$ cat src/rtl/grf_wb_scheduler_pkg.sv
// Shared types and constants for the GRF write-port scheduler.
package grf_sched_pkg;

  localparam int REG_AW = 5;
  localparam int DW     = 32;

  // MDU result tracking: nothing in flight, MDU running, result parked waiting for the port
  typedef enum logic [1:0] {
    IDLE = 2'd0,
    BUSY = 2'd1,
    HOLD = 2'd2
  } sched_state_e;

  // Which source owns the GRF write port this cycle
  typedef enum logic [1:0] {
    SEL_NONE = 2'd0,
    SEL_WB   = 2'd1,
    SEL_MDU  = 2'd2,
    SEL_HELD = 2'd3
  } port_sel_e;

endpackage

$ cat src/rtl/grf_wb_scheduler_if.sv
// Decode / WB / MDU / GRF-port signal bundle around the write-port scheduler.
// slave  : the scheduler side (consumes requests, drives stalls and the GRF port)
// master : the surrounding pipeline, MDU and GRF
interface grf_wb_scheduler_if;
  import grf_sched_pkg::*;

  logic              id_valid;
  logic [REG_AW-1:0] id_rs;
  logic [REG_AW-1:0] id_rt;
  logic [REG_AW-1:0] id_wa;
  logic              id_mdu;
  logic [DW-1:0]     id_pc;
  logic              id_stall;
  logic              mdu_start;
  logic              mdu_done;
  logic [DW-1:0]     mdu_wd;
  logic              wb_we;
  logic [REG_AW-1:0] wb_wa;
  logic [DW-1:0]     wb_wd;
  logic [DW-1:0]     wb_pc;
  logic              wb_stall;
  logic              grf_we;
  logic [REG_AW-1:0] grf_wa;
  logic [DW-1:0]     grf_wd;
  logic [DW-1:0]     grf_pc;
  logic              proto_err;

  modport slave (
    input  id_valid, id_rs, id_rt, id_wa, id_mdu, id_pc,
    input  mdu_done, mdu_wd,
    input  wb_we, wb_wa, wb_wd, wb_pc,
    output id_stall, mdu_start, wb_stall,
    output grf_we, grf_wa, grf_wd, grf_pc,
    output proto_err
  );

  modport master (
    output id_valid, id_rs, id_rt, id_wa, id_mdu, id_pc,
    output mdu_done, mdu_wd,
    output wb_we, wb_wa, wb_wd, wb_pc,
    input  id_stall, mdu_start, wb_stall,
    input  grf_we, grf_wa, grf_wd, grf_pc,
    input  proto_err
  );

endinterface

$ cat src/rtl/grf_wb_scheduler_scoreboard.sv
// Pending-MDU-result scoreboard: one bit per GRF register, set at MDU issue,
// cleared when the MDU result is written. r0 is never marked pending.
module grf_scoreboard
  import grf_sched_pkg::*;
(
  input  logic              clk,
  input  logic              Reset,
  input  logic              i_set_en,
  input  logic [REG_AW-1:0] i_set_idx,
  input  logic              i_clr_en,
  input  logic [REG_AW-1:0] i_clr_idx,
  input  logic [REG_AW-1:0] i_rs,
  input  logic [REG_AW-1:0] i_rt,
  input  logic [REG_AW-1:0] i_wa,
  output logic              o_pend_rs,
  output logic              o_pend_rt,
  output logic              o_pend_wa
);

  logic [(1<<REG_AW)-1:0] r_sb;

  // Set/clear pending bits; issue and writeback never target the same op in one cycle
  always_ff @(posedge clk) begin
    if (Reset) begin
      r_sb <= '0;
    end else begin
      if (i_clr_en)
        r_sb[i_clr_idx] <= 1'b0;
      if (i_set_en && (i_set_idx != '0))
        r_sb[i_set_idx] <= 1'b1;
    end
  end

  // Lookups with r0 forced clear so it can never create a hazard
  always_comb begin
    o_pend_rs = r_sb[i_rs] & (i_rs != '0);
    o_pend_rt = r_sb[i_rt] & (i_rt != '0);
    o_pend_wa = r_sb[i_wa] & (i_wa != '0);
  end

endmodule

$ cat src/rtl/grf_wb_scheduler.sv
// GRF write-port scheduler: arbitrates the single GRF write port between the
// in-order WB stage and the multi-cycle MDU, stalls decode on hazards against
// pending MDU destinations, and freezes the pipeline when a parked MDU result
// has waited STARVE_MAX cycles.
// Optional: define GRF_SCHED_TRACE_EN to print every non-r0 GRF write.
module grf_wb_scheduler
  import grf_sched_pkg::*;
#(
  parameter int STARVE_MAX = 4
) (
  input  logic                clk,
  input  logic                Reset,
  grf_wb_scheduler_if.slave   bus
);

  localparam int CW = (STARVE_MAX < 1) ? 1 : $clog2(STARVE_MAX + 1);

  sched_state_e      r_state;
  sched_state_e      w_state_nxt;
  logic [CW-1:0]     r_cnt;
  logic [REG_AW-1:0] r_mdu_wa;
  logic [DW-1:0]     r_mdu_pc;
  logic [DW-1:0]     r_hold_wd;
  logic              r_proto_err;

  logic              w_pend_rs;
  logic              w_pend_rt;
  logic              w_pend_wa;
  logic              w_id_stall;
  logic              w_wb_stall;
  logic              w_accept;
  logic              w_mdu_start;
  logic              w_mdu_direct;
  logic              w_capture;
  logic              w_sb_clr;
  port_sel_e         w_sel;

  grf_scoreboard u_sb (
    .clk       (clk),
    .Reset     (Reset),
    .i_set_en  (w_mdu_start),
    .i_set_idx (bus.id_wa),
    .i_clr_en  (w_sb_clr),
    .i_clr_idx (r_mdu_wa),
    .i_rs      (bus.id_rs),
    .i_rt      (bus.id_rt),
    .i_wa      (bus.id_wa),
    .o_pend_rs (w_pend_rs),
    .o_pend_rt (w_pend_rt),
    .o_pend_wa (w_pend_wa)
  );

  // Hazard detection, issue acceptance and write-port priority
  always_comb begin
    w_wb_stall   = (r_state == HOLD) && (r_cnt == CW'(STARVE_MAX));
    w_id_stall   = bus.id_valid &
                   (w_pend_rs | w_pend_rt | w_pend_wa |
                    (bus.id_mdu & (r_state != IDLE)));
    w_accept     = bus.id_valid & ~w_id_stall & ~w_wb_stall;
    w_mdu_start  = w_accept & bus.id_mdu & ~Reset;
    w_mdu_direct = (r_state == BUSY) & bus.mdu_done & ~bus.wb_we;
    w_capture    = (r_state == BUSY) & bus.mdu_done & bus.wb_we;
    w_sel        = SEL_NONE;
    if (w_wb_stall)
      w_sel = SEL_HELD;
    else if (bus.wb_we)
      w_sel = SEL_WB;
    else if (w_mdu_direct)
      w_sel = SEL_MDU;
    else if (r_state == HOLD)
      w_sel = SEL_HELD;
    // The pending bit drops on the edge that ends the MDU write cycle
    w_sb_clr     = ((w_sel == SEL_MDU) || (w_sel == SEL_HELD)) & ~Reset;
  end

  // FSM state register
  always_ff @(posedge clk) begin
    if (Reset)
      r_state <= IDLE;
    else
      r_state <= w_state_nxt;
  end

  // FSM next-state: an MDU result either goes straight to the port or parks in HOLD
  always_comb begin
    w_state_nxt = r_state;
    unique case (r_state)
      IDLE: if (w_mdu_start) w_state_nxt = BUSY;
      BUSY: if (bus.mdu_done) w_state_nxt = bus.wb_we ? HOLD : IDLE;
      HOLD: if (w_wb_stall || !bus.wb_we) w_state_nxt = IDLE;
      default: w_state_nxt = IDLE;
    endcase
  end

  // FSM outputs: drive the GRF port from the selected source; everything quiet in reset
  always_comb begin
    bus.id_stall  = 1'b0;
    bus.mdu_start = 1'b0;
    bus.wb_stall  = 1'b0;
    bus.proto_err = 1'b0;
    bus.grf_we    = 1'b0;
    bus.grf_wa    = '0;
    bus.grf_wd    = '0;
    bus.grf_pc    = '0;
    if (!Reset) begin
      bus.id_stall  = w_id_stall;
      bus.mdu_start = w_mdu_start;
      bus.wb_stall  = w_wb_stall;
      bus.proto_err = r_proto_err;
      unique case (w_sel)
        SEL_WB: begin
          bus.grf_we = 1'b1;
          bus.grf_wa = bus.wb_wa;
          bus.grf_wd = bus.wb_wd;
          bus.grf_pc = bus.wb_pc;
        end
        SEL_MDU: begin
          bus.grf_we = 1'b1;
          bus.grf_wa = r_mdu_wa;
          bus.grf_wd = bus.mdu_wd;
          bus.grf_pc = r_mdu_pc;
        end
        SEL_HELD: begin
          bus.grf_we = 1'b1;
          bus.grf_wa = r_mdu_wa;
          bus.grf_wd = r_hold_wd;
          bus.grf_pc = r_mdu_pc;
        end
        default: ;
      endcase
    end
  end

  // MDU destination/PC latch, parked result, starvation counter and sticky protocol error
  always_ff @(posedge clk) begin
    if (Reset) begin
      r_mdu_wa    <= '0;
      r_mdu_pc    <= '0;
      r_hold_wd   <= '0;
      r_cnt       <= '0;
      r_proto_err <= 1'b0;
    end else begin
      if (w_mdu_start) begin
        r_mdu_wa <= bus.id_wa;
        r_mdu_pc <= bus.id_pc;
      end
      if (w_capture) begin
        r_hold_wd <= bus.mdu_wd;
        r_cnt     <= '0;
      end else if (r_state == HOLD) begin
        if (w_wb_stall)
          r_cnt <= '0;
        else if (bus.wb_we && (r_cnt != CW'(STARVE_MAX)))
          r_cnt <= r_cnt + CW'(1);
      end
      if (bus.mdu_done && (r_state != BUSY))
        r_proto_err <= 1'b1;
    end
  end

`ifdef GRF_SCHED_TRACE_EN
  // Write trace for every architecturally visible GRF update
  always @(posedge clk) begin
    if (bus.grf_we && (bus.grf_wa != '0))
      $display("@%h: $%d <= %h", bus.grf_pc, bus.grf_wa, bus.grf_wd);
  end
`endif

endmodule
$ cat src/flat_wrapper.sv
// flat-port wrapper written by rule: the top's interface ports become plain ports
module grf_wb_scheduler_flat import grf_sched_pkg::*;
#(
  parameter int STARVE_MAX = 4
)
  (clk, Reset, bus_id_valid, bus_id_rs, bus_id_rt, bus_id_wa, bus_id_mdu, bus_id_pc, bus_mdu_done, bus_mdu_wd, bus_wb_we, bus_wb_wa, bus_wb_wd, bus_wb_pc, bus_id_stall, bus_mdu_start, bus_wb_stall, bus_grf_we, bus_grf_wa, bus_grf_wd, bus_grf_pc, bus_proto_err);
  grf_wb_scheduler_if bus_i ();
  input  logic clk;
  input  logic Reset;
  input wire logic [$bits(bus_i.id_valid)-1:0] bus_id_valid;
  input wire logic [$bits(bus_i.id_rs)-1:0] bus_id_rs;
  input wire logic [$bits(bus_i.id_rt)-1:0] bus_id_rt;
  input wire logic [$bits(bus_i.id_wa)-1:0] bus_id_wa;
  input wire logic [$bits(bus_i.id_mdu)-1:0] bus_id_mdu;
  input wire logic [$bits(bus_i.id_pc)-1:0] bus_id_pc;
  input wire logic [$bits(bus_i.mdu_done)-1:0] bus_mdu_done;
  input wire logic [$bits(bus_i.mdu_wd)-1:0] bus_mdu_wd;
  input wire logic [$bits(bus_i.wb_we)-1:0] bus_wb_we;
  input wire logic [$bits(bus_i.wb_wa)-1:0] bus_wb_wa;
  input wire logic [$bits(bus_i.wb_wd)-1:0] bus_wb_wd;
  input wire logic [$bits(bus_i.wb_pc)-1:0] bus_wb_pc;
  output wire logic [$bits(bus_i.id_stall)-1:0] bus_id_stall;
  output wire logic [$bits(bus_i.mdu_start)-1:0] bus_mdu_start;
  output wire logic [$bits(bus_i.wb_stall)-1:0] bus_wb_stall;
  output wire logic [$bits(bus_i.grf_we)-1:0] bus_grf_we;
  output wire logic [$bits(bus_i.grf_wa)-1:0] bus_grf_wa;
  output wire logic [$bits(bus_i.grf_wd)-1:0] bus_grf_wd;
  output wire logic [$bits(bus_i.grf_pc)-1:0] bus_grf_pc;
  output wire logic [$bits(bus_i.proto_err)-1:0] bus_proto_err;
  assign bus_i.id_valid = bus_id_valid;
  assign bus_i.id_rs = bus_id_rs;
  assign bus_i.id_rt = bus_id_rt;
  assign bus_i.id_wa = bus_id_wa;
  assign bus_i.id_mdu = bus_id_mdu;
  assign bus_i.id_pc = bus_id_pc;
  assign bus_i.mdu_done = bus_mdu_done;
  assign bus_i.mdu_wd = bus_mdu_wd;
  assign bus_i.wb_we = bus_wb_we;
  assign bus_i.wb_wa = bus_wb_wa;
  assign bus_i.wb_wd = bus_wb_wd;
  assign bus_i.wb_pc = bus_wb_pc;
  assign bus_id_stall = bus_i.id_stall;
  assign bus_mdu_start = bus_i.mdu_start;
  assign bus_wb_stall = bus_i.wb_stall;
  assign bus_grf_we = bus_i.grf_we;
  assign bus_grf_wa = bus_i.grf_wa;
  assign bus_grf_wd = bus_i.grf_wd;
  assign bus_grf_pc = bus_i.grf_pc;
  assign bus_proto_err = bus_i.proto_err;
  grf_wb_scheduler #(.STARVE_MAX(STARVE_MAX)) u_core (.clk(clk), .Reset(Reset), .bus(bus_i));
endmodule
$ cat config.mk
export PLATFORM = sky130hd
export DESIGN_NAME = grf_wb_scheduler_flat
export DESIGN_NICKNAME = d
export VERILOG_FILES = /design/src/rtl/grf_wb_scheduler_pkg.sv /design/src/rtl/grf_wb_scheduler_if.sv /design/src/rtl/grf_wb_scheduler_scoreboard.sv /design/src/rtl/grf_wb_scheduler.sv /design/src/flat_wrapper.sv
export SDC_FILE = /design/constraint.sdc
export NUM_CORES = 1
export LEC_CHECK = 0
export CAP_MARGIN = 20
export CORE_UTILIZATION = 45
export CTS_CLUSTER_SIZE = 24
export DETAILED_ROUTE_END_ITERATION = 10
export HOLD_SLACK_MARGIN = 0.1
export PLACE_DENSITY_LB_ADDON = 0.05
export SYNTH_ARGS = -nofsm -noshare
export SYNTH_HDL_FRONTEND = slang
export SYNTH_SLANG_ARGS = --single-unit
$ cat constraint.sdc
create_clock -name clk -period 2.8 [get_ports clk]
set_input_delay 0.28 -clock clk [delete_from_list [all_inputs] [get_ports clk]]
set_output_delay 0.28 -clock clk [all_outputs]
set_load 0.01 [all_outputs]
==> run_results.csv <==
group,metric,value,unit
status,run_status,"completed",
worst_setup_path,rr_worst_depth,8,
sta,timing.final.setup_violations,0,
final_layout,areaGrowthSynthToFinish,52.88,%
pwr,ir_worst_vdd,0.5018,mV
synthesis,synth_area_leaders,"sky130_fd_sc_hd__dfxtp_1 35%, sky130_fd_sc_hd__nand2_1 6.0%, sky130_fd_sc_hd__o31ai_1 5.9%",
clocking,clk_path_buf_depth,2,
worst_setup_path,timing.critical_path.from,"bus_id_wa[1]",
routing,detail_route.iter0.violations,758,
clocking,cts.clk_slew.worst_paths,0.07,ns
routing,detailedRoute.firstPassIterationCount,6,
placement,place.port_buffers,227,
floorplan,fp.dieH,119.3,µm
synthesis,yosys_register_bits,107,
global_route,grt-ovfl-total,0,
synthesis,number_of_enable_flip_flop_cells_after_synthesis,0,
worst_setup_path,r2r_start,"u_core.u_sb.r_sb[8]$_SDFF_PP0_",
worst_setup_path,worst_setup_path_end_kind,"output port",
clocking,cts_tree,"yes",
pwr,switching_share,25.82,%
placement,finalWeightedCongestion,1.041,
final_layout,diodes,0,
synthesis,post-synth-top-count-cell,"sky130_fd_sc_hd__dfxtp_1",
synthesis,yosys-top-cells-count,"107 x sky130_fd_sc_hd__dfxtp_1, 99 x sky130_fd_sc_hd__nand2_1, 78 x sky130_fd_sc_hd__nor2_1",
sta,finalHoldViolations,0,
routing,vias,7132,
floorplan,dieArea,14230,µm²
final_layout,drive_gt1_share,14.11,%
pwr,power.sequential.fraction,43.8,%
worst_setup_path,cp_num_cells,10,
global_route,grt_max_degree,83,
sta,final-max-slew-violation-count,0,
final_layout,finish.net_count,1129,
global_route,antenna_found_initial,0,
global_route,grt_pass1_vias,6811,
pwr,p_clk_share,37.0,%
synthesis,yosysTopAreaCellShare,34.59,%
floorplan,core,13350,µm²
flow_run,number_of_maximum_capacitance_constraint_violations,0,
sta,skew,0.005884,ns
worst_setup_path,crit_slowest_cell,"sky130_fd_sc_hd__or4_4",
placement,post-dp-hpwl,15330,µm
pwr,comb_power_share,19.2,%
final_layout,stdcell_count,1154,
routing,drc,0,
routing,avgViaCountPerCell,6.180,
worst_setup_path,timing_worst_setup_path_type,"primary input to output port",
placement,place_ws,-0.4642,ns
clocking,cts.hold.buffers_added,0,
sta,final_setup_tns,0,ns
placement,dpl.cell_count,1123,
global_route,groute.usage.overall,30.89,%
synthesis,synth-warning-count,0,
global_route,grt_first_pass_wirelength,35090,µm
worst_setup_path,worst_flop_to_flop_path_endpoint,"u_core.r_mdu_pc[17]$_SDFFE_PP0P_",
synthesis,post_synth_inst_count,759,
clocking,clock_tree.root_cell,"sky130_fd_sc_hd__clkbuf_16",
routing,post_route_ant_nets,0,
hold_path,hold_class,"primary input to flop",
synthesis,avgSynthCellArea,8.158,µm²
sta,relSlewSlack,41.74,%
sta,fin_crit,2.721,ns
pwr,total_power,3592,µW
sta,finalWorstSetupSlack,0.07906,ns
floorplan,die_w,119.3,µm
synthesis,postSynthNetCount,915,
clocking,number_of_buffers_created_by_cts,9,
synthesis,postSynth.topFlopCell,"sky130_fd_sc_hd__dfxtp_1",
routing,drt-wirelength-per-cell,19.79,µm
floorplan,floorplan.initialDensity,46.39,%
final_layout,postLayoutCoreUtil,70.92,%
clocking,clock_sink_count,107,
floorplan,io_pins,228,
worst_setup_path,timing.critical_path.max_delay_family,"buffers and inverters",
routing,totalWireLength,22840,µm
worst_setup_path,worstSetupEndpoint,"bus_mdu_start",
synthesis,post_synth_num_cell_types,54,
synthesis,post_synth_instance_area,6192,µm²
worst_setup_path,cp_data_required_time,2.52,ns
clocking,insertion_delay_of_the_later_clocked_pin_in_the_worst_skew_pair,0.36,ns
synthesis,sequential_to_total_area_share_from_yosys_stat,34.59,%
floorplan,placement_rows,42,
clocking,cts.htree.levels,3,
pwr,p_sw,927.3,µW
worst_setup_path,timing.critical_path.cells,"clkdlybuf4s15_2 > bufbuf_16 > mux2i_2 > o22ai_1 > or4_4 > a22oi_2 > buf_4 > nand3_2 > inv_1 > clkdlybuf4s15_1",
sta,max_clock_freq,367.5,MHz
sta,final.period_utilization,97.18,%
sta,max_slew.worst_pin.slew,0.8739,ns
synthesis,synth.largest_area_cell,"sky130_fd_sc_hd__dfxtp_1",
pwr,power_density,379.5,nW/µm²
synthesis,async_flop_share,0,%
pwr,int_power,2665,µW
worst_setup_path,worst-path-max-fanout,5,
worst_setup_path,cp_data_arrival_time,2.44,ns
worst_setup_path,number_of_buffers_and_inverters_on_the_critical_path,5,
worst_setup_path,startpoint_type,"primary input",
pwr,power.leakage,0.004095,µW
worst_setup_path,setup.reg_to_reg.worst_slack,0.10,ns
worst_setup_path,critPathMaxStageDelay,0.51,ns
[power groups by stage]
stage	clock network, µW	registers, µW	logic (µW)
2_1_floorplan	0	1600	282
3_3_place_gp	0	1610	655
3_5_place_dp	0	1610	668
4_1_cts	1350	1570	684
5_1_grt	1410	1570	731
6_report	1330	1570	689
[per-stage QoR]
| step | hold slack [ns] | instance area (µm²) |
|---|---|---|
| after global placement | 0.4420 | 8825 |
| after global routing | 0.4641 | 9467 |
| final | 0.4590 | 9467 |
| after floorplan | 0.4160 | 6192 |
| after detailed placement | 0.4465 | 8825 |
| after CTS | 0.4467 | 9275 |
[per-layer routing]
layer	share of wire [%]	track usage [%]	up-vias
li1	-	-	3279
met5	0	0	-
met4	4.0	13.05	0
met2	49	52.69	397
met3	8.5	6.992	89
met1	38	37.25	3367
[worst min path at each step]
stage	startpoint	end	slack, ns	cells after the start
6_report	bus_id_wa[4]	u_core.r_mdu_wa[4]$_SDFFE_PP0P_	0.46	3
2_1_floorplan	bus_mdu_wd[0]	u_core.r_hold_wd[0]$_SDFFE_PP0P_	0.42	2
4_1_cts	bus_id_wa[2]	u_core.r_mdu_wa[2]$_SDFFE_PP0P_	0.45	3
5_1_grt	bus_id_wa[2]	u_core.r_mdu_wa[2]$_SDFFE_PP0P_	0.46	3
3_3_place_gp	u_core.r_hold_wd[20]$_SDFFE_PP0P_	u_core.r_hold_wd[20]$_SDFFE_PP0P_	0.44	2
3_5_place_dp	u_core.r_hold_wd[19]$_SDFFE_PP0P_	u_core.r_hold_wd[19]$_SDFFE_PP0P_	0.45	2
[final cells by class]
| class | instances | area (µm²) |
|---|---|---|
| clock buffer | 10 | 239.0 |
| clock inverter | 6 | 70.07 |
| fill | 1053 | 3881 |
| inverter | 9 | 33.78 |
| multi-input combinational | 561 | 3755 |
| sequential | 107 | 2148 |
| tap | 176 | 220.2 |
| timing repair buffer | 285 | 3000 |
[cell usage in the layout, fill, tap and decap left out, types with 21 or more instances in the layout]
master,instances
sky130_fd_sc_hd__clkdlybuf4s50_1,168
sky130_fd_sc_hd__dfxtp_1,102
sky130_fd_sc_hd__nand2_1,97
sky130_fd_sc_hd__nor2_1,76
sky130_fd_sc_hd__a21oi_1,58
sky130_fd_sc_hd__o31ai_1,49
sky130_fd_sc_hd__dlymetal6s2s_1,47
sky130_fd_sc_hd__buf_4,44
sky130_fd_sc_hd__a22oi_1,38
sky130_fd_sc_hd__nand3_1,32
sky130_fd_sc_hd__a222oi_1,32
sky130_fd_sc_hd__nand4_1,22
sky130_fd_sc_hd__mux2i_1,21
[registers in the layout, indices dropped and copies added (netlist names)]
name                flops
u_core.r_hold_wd       32
u_core.r_mdu_pc        32
u_core.u_sb.r_sb       32
u_core.r_mdu_wa         5
u_core.r_cnt            3
u_core.r_state          2
u_core.r_proto_err      1
[logic make-up after synthesis]
group | share of synthesized area (%)
DFF | 34.59
muxes | 12.22
buffers and inverters | 5.920
and+or+nand+nor | 22.73
AOI/OAI and AO/OA | 24.13
adders and majority gates | 0.4041
[worst reg2reg max path: stages, from the launching register on]
cell                       delay, ns
sky130_fd_sc_hd__dfxtp_1        0.45
sky130_fd_sc_hd__mux4_2         0.28
sky130_fd_sc_hd__mux2i_1        0.07
sky130_fd_sc_hd__a311oi_1       0.45
sky130_fd_sc_hd__a32oi_2        0.20
sky130_fd_sc_hd__buf_4          0.17
sky130_fd_sc_hd__nand3_2        0.06
sky130_fd_sc_hd__buf_4          0.50
sky130_fd_sc_hd__mux2_2         0.43
[repair_timing]
item | 4_1_cts | 5_1_grt
setup buffers | 12 | 1
setup endpoints to repair | 11 | 71
pin swaps | 3 | 18
cloned | 1 | 1
gates resized for setup | 21 | 61
(Power assumes the default switching activity.)
